`config.mk`:
```
export PLATFORM = sky130hd
export DESIGN_NAME = uart_tx_8n1
export DESIGN_NICKNAME = d
export VERILOG_FILES = /design/src/rtl/uart_tx_8n1.sv
export SDC_FILE = /design/constraint.sdc
export NUM_CORES = 1
export LEC_CHECK = 0
export CORE_MARGIN = 2
export CORE_UTILIZATION = 57
export DETAILED_ROUTE_END_ITERATION = 6
export GPL_ROUTABILITY_DRIVEN = 1
export PLACE_DENSITY = 0.85
export SETUP_SLACK_MARGIN = 0.05
export SLEW_MARGIN = 20
export SYNTH_ARGS = -nofsm -noshare
export SYNTH_HDL_FRONTEND = slang
export SYNTH_SLANG_ARGS = --single-unit
```
`constraint.sdc`:
```
create_clock -name sys_clk -period 3.25 [get_ports sys_clk]
set_clock_uncertainty 0.05 [all_clocks]
set_input_delay 0.4875 -clock sys_clk [delete_from_list [all_inputs] [get_ports sys_clk]]
set_output_delay 0.4875 -clock sys_clk [all_outputs]
set_load 0.005 [all_outputs]
```
`src/rtl/uart_tx_8n1.sv`:
```
// 8N1 serial transmitter: start bit, 8 data bits LSB first, stop bit, each held BAUD_DIV clocks.
// Both outputs come straight from flops; a frame keeps tx_busy high for exactly 10*BAUD_DIV cycles.
module uart_tx_8n1 #(
  parameter int BAUD_DIV = 434
) (
  input  logic       sys_clk,
  input  logic       sys_rst,
  input  logic       tx_start,
  input  logic [7:0] tx_data,
  output logic       tx_busy,
  output logic       uart_txd
);

  typedef enum logic [2:0] {
    IDLE  = 3'b000,
    START = 3'b001,
    DATA  = 3'b010,
    STOP  = 3'b100
  } state_t;

  localparam logic [15:0] BAUD_LAST = 16'(BAUD_DIV - 1);

  state_t      state_q;
  logic [15:0] baud_q;
  logic [15:0] baud_d;
  logic [2:0]  bit_q;
  logic [7:0]  shift_q;
  logic        tx_busy_q;
  logic        uart_txd_q;
  logic        baud_wrap;

  assign baud_wrap = (baud_q == BAUD_LAST);
  assign baud_d    = baud_wrap ? 16'd0 : baud_q + 16'd1;

  assign tx_busy  = tx_busy_q;
  assign uart_txd = uart_txd_q;

  always_ff @(posedge sys_clk or posedge sys_rst) begin
    if (sys_rst) begin
      state_q    <= IDLE;
      baud_q     <= 16'd0;
      bit_q      <= 3'd0;
      shift_q    <= 8'd0;
      tx_busy_q  <= 1'b0;
      uart_txd_q <= 1'b1;
    end else begin
      case (state_q)
        IDLE: begin
          uart_txd_q <= 1'b1;
          tx_busy_q  <= 1'b0;
          baud_q     <= 16'd0;
          bit_q      <= 3'd0;
          if (tx_start) begin
            // Busy and the start bit appear together, so upstream never sees a false idle.
            state_q    <= START;
            shift_q    <= tx_data;
            uart_txd_q <= 1'b0;
            tx_busy_q  <= 1'b1;
          end
        end

        START: begin
          baud_q <= baud_d;
          if (baud_wrap) begin
            state_q    <= DATA;
            bit_q      <= 3'd0;
            uart_txd_q <= shift_q[0];
            shift_q    <= {1'b0, shift_q[7:1]};
          end
        end

        DATA: begin
          baud_q <= baud_d;
          if (baud_wrap) begin
            // bit_q names the bit on the line; its wrap from 7 ends the data phase.
            bit_q <= bit_q + 3'd1;
            if (bit_q == 3'd7) begin
              state_q    <= STOP;
              uart_txd_q <= 1'b1;
            end else begin
              uart_txd_q <= shift_q[0];
              shift_q    <= {1'b0, shift_q[7:1]};
            end
          end
        end

        STOP: begin
          baud_q <= baud_d;
          if (baud_wrap) begin
            state_q   <= IDLE;
            tx_busy_q <= 1'b0;
          end
        end

        default: begin
          state_q    <= IDLE;
          baud_q     <= 16'd0;
          bit_q      <= 3'd0;
          tx_busy_q  <= 1'b0;
          uart_txd_q <= 1'b1;
        end
      endcase
    end
  end

endmodule

```
==> impl_metrics.ini <==
[outcome]
run_status = completed

[drt]
wl_met1_um = 1500
firstDrtPassIters = 4
drcViolationCount = 0
drtIter0Drc = 36
ant_nets = 0
viasPerCell = 6.40
route.met3.wl_um = 127
vias = 1375
routed_wl_um = 3450
top_layer = met4
wl_met2_um = 1760
routedWlPerCell_um = 16.0

[worst_setup_path]
crit_required_ps = 3450
slowest_delay_ps = 430
crit_path_frequent_cell = ha_1
critPathLaunchType = flop
critical_path.slowest_cell = dfrtp_1
cp_num_cells = 6
crit_chain = ha_1, ha_1, or3b_4, a21oi_4, a21bo_1, a221o_1
cp-startpoint = bit_q[0]
end_kind = flop
reg2reg_from = bit_q[0]
worstSetupPathType = flop to flop
crit_fanout = 9
cp.arrival_ps = 2560
r2r_cells = 6
path_buf_inv = 0
critical_path.top_delay_family = compound AO/OA/AOI/OAI gates

[cells_and_area]
ff_latch_area_um2 = 802
fin_nets = 198
diodes = 0
final_common_cell = dfrtp_1
finish.instance_area_um2 = 1930
mostFrequentLayoutCells = dfrtp_1, nor2_1, clkdlybuf4s50_1, nand2_1, and3_1
fillers = 238
area.growth.synth_to_final_pct = 12.4
multi_input_area_um2 = 866
drive_gt1_share_pct = 10.3

[synthesis]
synth_area_per_cell_um2 = 10.1
synth-seq-cells = 32
synth_edf_count = 0
synth-async-reset-ratio_pct = 100
syn-num-nets = 185
ys.flop_type = dfrtp_1
synthCells = 170
syn_area_um2 = 1720
yosysSeqAreaShare_pct = 46.7
synth.distinct_cells = 46
yosysWarningCount = 0

[floorplan]
die_area_um2 = 3470
num_io_pins = 13
fp.dieH_um = 58.9
core_area_um2 = 2810
die_w_um = 58.9
rows = 19
initial_core_util_pct = 61.2

[timing]
hold_viol_final = 0
rsz0062_at_grt = false
worst_pin_slew_ps = 626
max_slew_margin_pct = 58.3
fin_crit_sh_pct = 72.8
period_minus_slack_ps = 2370
max_freq_mhz = 422
tns_ps = 0
drv_slew = 0
setup_viol = 0

[global_routing]
antenna_found_initial = 0
grt_util_all_layers_pct = 22.0
grt-ovfl-total = 0
grt_pass1_vias = 1353
grt_pass1_wl_um = 5800
grt_max_degree = 33

[pwr]
switching_share_pct = 30.0
intPower_mw = 0.703
p_comb_share_pct = 16.3
p_leak_nw = 0.850
peakVddDrop_mv = 0.407
p_clk_share_pct = 30.8
p_sw_mw = 0.301
power.density_nw_per_um2 = 520
p_seq_share_pct = 52.9

[clocking]
htree_levels = 2
cts_tree = built
cts_setup_buffers = 0
cts_resized = 0
clock-sinks = 32
cts_buffer_depth = 2
clkLatencyLatePin_ps = 350
cts_buffers = 5
cts_hold_buf = 0
clkTransAtPathRegs_ps = 110
cts_root_buf = clkbuf_4

[job]
maxCapViolations = 0

[placed_design]
gp_congestion = 0.811
port_buffers = 12
post-dp-hpwl_um = 2430
postPlaceCellArea_um2 = 1850

[hold_path]
hp-class = input port to async pin
## through the flow
step / hold WS, ps / instances / util (%) / power [mW] / setup slack [ps]
after floorplan: 417 / 170 / - / 0.639 / 1020
after global placement: 435 / 207 / 65.8 / 0.688 / 985
after detailed placement: 449 / 207 / 65.8 / 0.700 / 919
after CTS: 470 / 215 / 68.6 / 1.01 / 898
after global routing: 479 / 215 / 68.8 / 1.05 / 808
final: 467 / 215 / 68.8 / 1.00 / 883
## power by group through the flow
stage	clock [mW]	sequential (mW)	combinational (mW)
floorplan	0	0.517	0.123
global placement	0	0.532	0.156
detailed placement	0	0.535	0.164
CTS	0.315	0.529	0.165
global route	0.327	0.539	0.187
finish	0.309	0.531	0.163
## routing by layer
metal,global-route usage (%),up-vias
met5,0,-
met4,11.7,0
met3,4.62,9
met2,35.2,28
met1,27.9,675
li1,-,663
## cell families (layout without fill, tap and decap cells)
| group | Yosys count | count (layout) | synth area share [%] |
|---|---|---|---|
| simple gates | 75 | 75 | 24.6 |
| compound gates | 35 | 35 | 16.0 |
| flops | 32 | 32 | 46.7 |
| xor+xnor | 12 | 12 | 6.12 |
| buf+inv | 11 | 25 | 3.06 |
| fa+ha+maj | 4 | 4 | 2.92 |
| mux | 1 | 1 | 0.583 |
## registers in the layout, summed over array words and instances, names as in the netlist
| register | flops |
|---|---|
| shift_q | 8 |
| state_q | 3 |
| tx_busy | 1 |
| uart_txd | 1 |
| bit_q | 3 |
| baud_q | 16 |
## path summary, 6_finish.rpt
| path | to | slack [ps] |
|---|---|---|
| worst max-delay path | shift_q[2] | 880 |
| worst min register to register | shift_q[6] | 470 |
| worst max register to register | shift_q[2] | 880 |
| max in group asynchronous | uart_txd | 2360 |
| worst min-delay path | bit_q[0] | 470 |
| min in group sys_clk | shift_q[6] | 470 |
## synth_stat cells (2+ instances only)
cell / number / share of area, %
dfrtp_1: 31 / 45
nor2_1: 16 / 3.5
and3_1: 11 / 4.0
nand2_1: 11 / 2.4
nand3_1: 8 / 2.3
nand4_1: 8 / 2.9
xor2_1: 8 / 4.1
a21oi_1: 7 / 2.0
a221o_1: 7 / 4.1
ha_1: 4 / 2.9
xnor2_1: 4 / 2.0
and4_1: 3 / 1.5
buf_2: 3 / 0.87
clkbuf_1: 3 / 0.66
inv_1: 3 / 0.66
nand2b_1: 3 / 1.1
o21ai_1: 3 / 0.87
nor2b_1: 2 / 0.73
nor3_1: 2 / 0.58
nor4_2: 2 / 1.5
o211ai_1: 2 / 0.87
o21ai_0: 2 / 0.58
o31ai_1: 2 / 0.87
or3_1: 2 / 0.73
or4_1: 2 / 0.87
## layout make-up
| cell class | count | area share (%) |
|---|---|---|
| inverters | 4 | 0.778 |
| flip-flops and latches | 32 | 41.6 |
| repair buffers | 13 | 6.61 |
| clock buffers | 5 | 1.95 |
| clock inverters | 3 | 2.20 |
| well taps | 31 | 2.01 |
| multi-input cells | 127 | 44.9 |
## worst min-delay path, delay by kind of cell
kind | cells | cell delay (ps)
buf+inv | 3 | 810
Power figures use the tool's default switching activity.
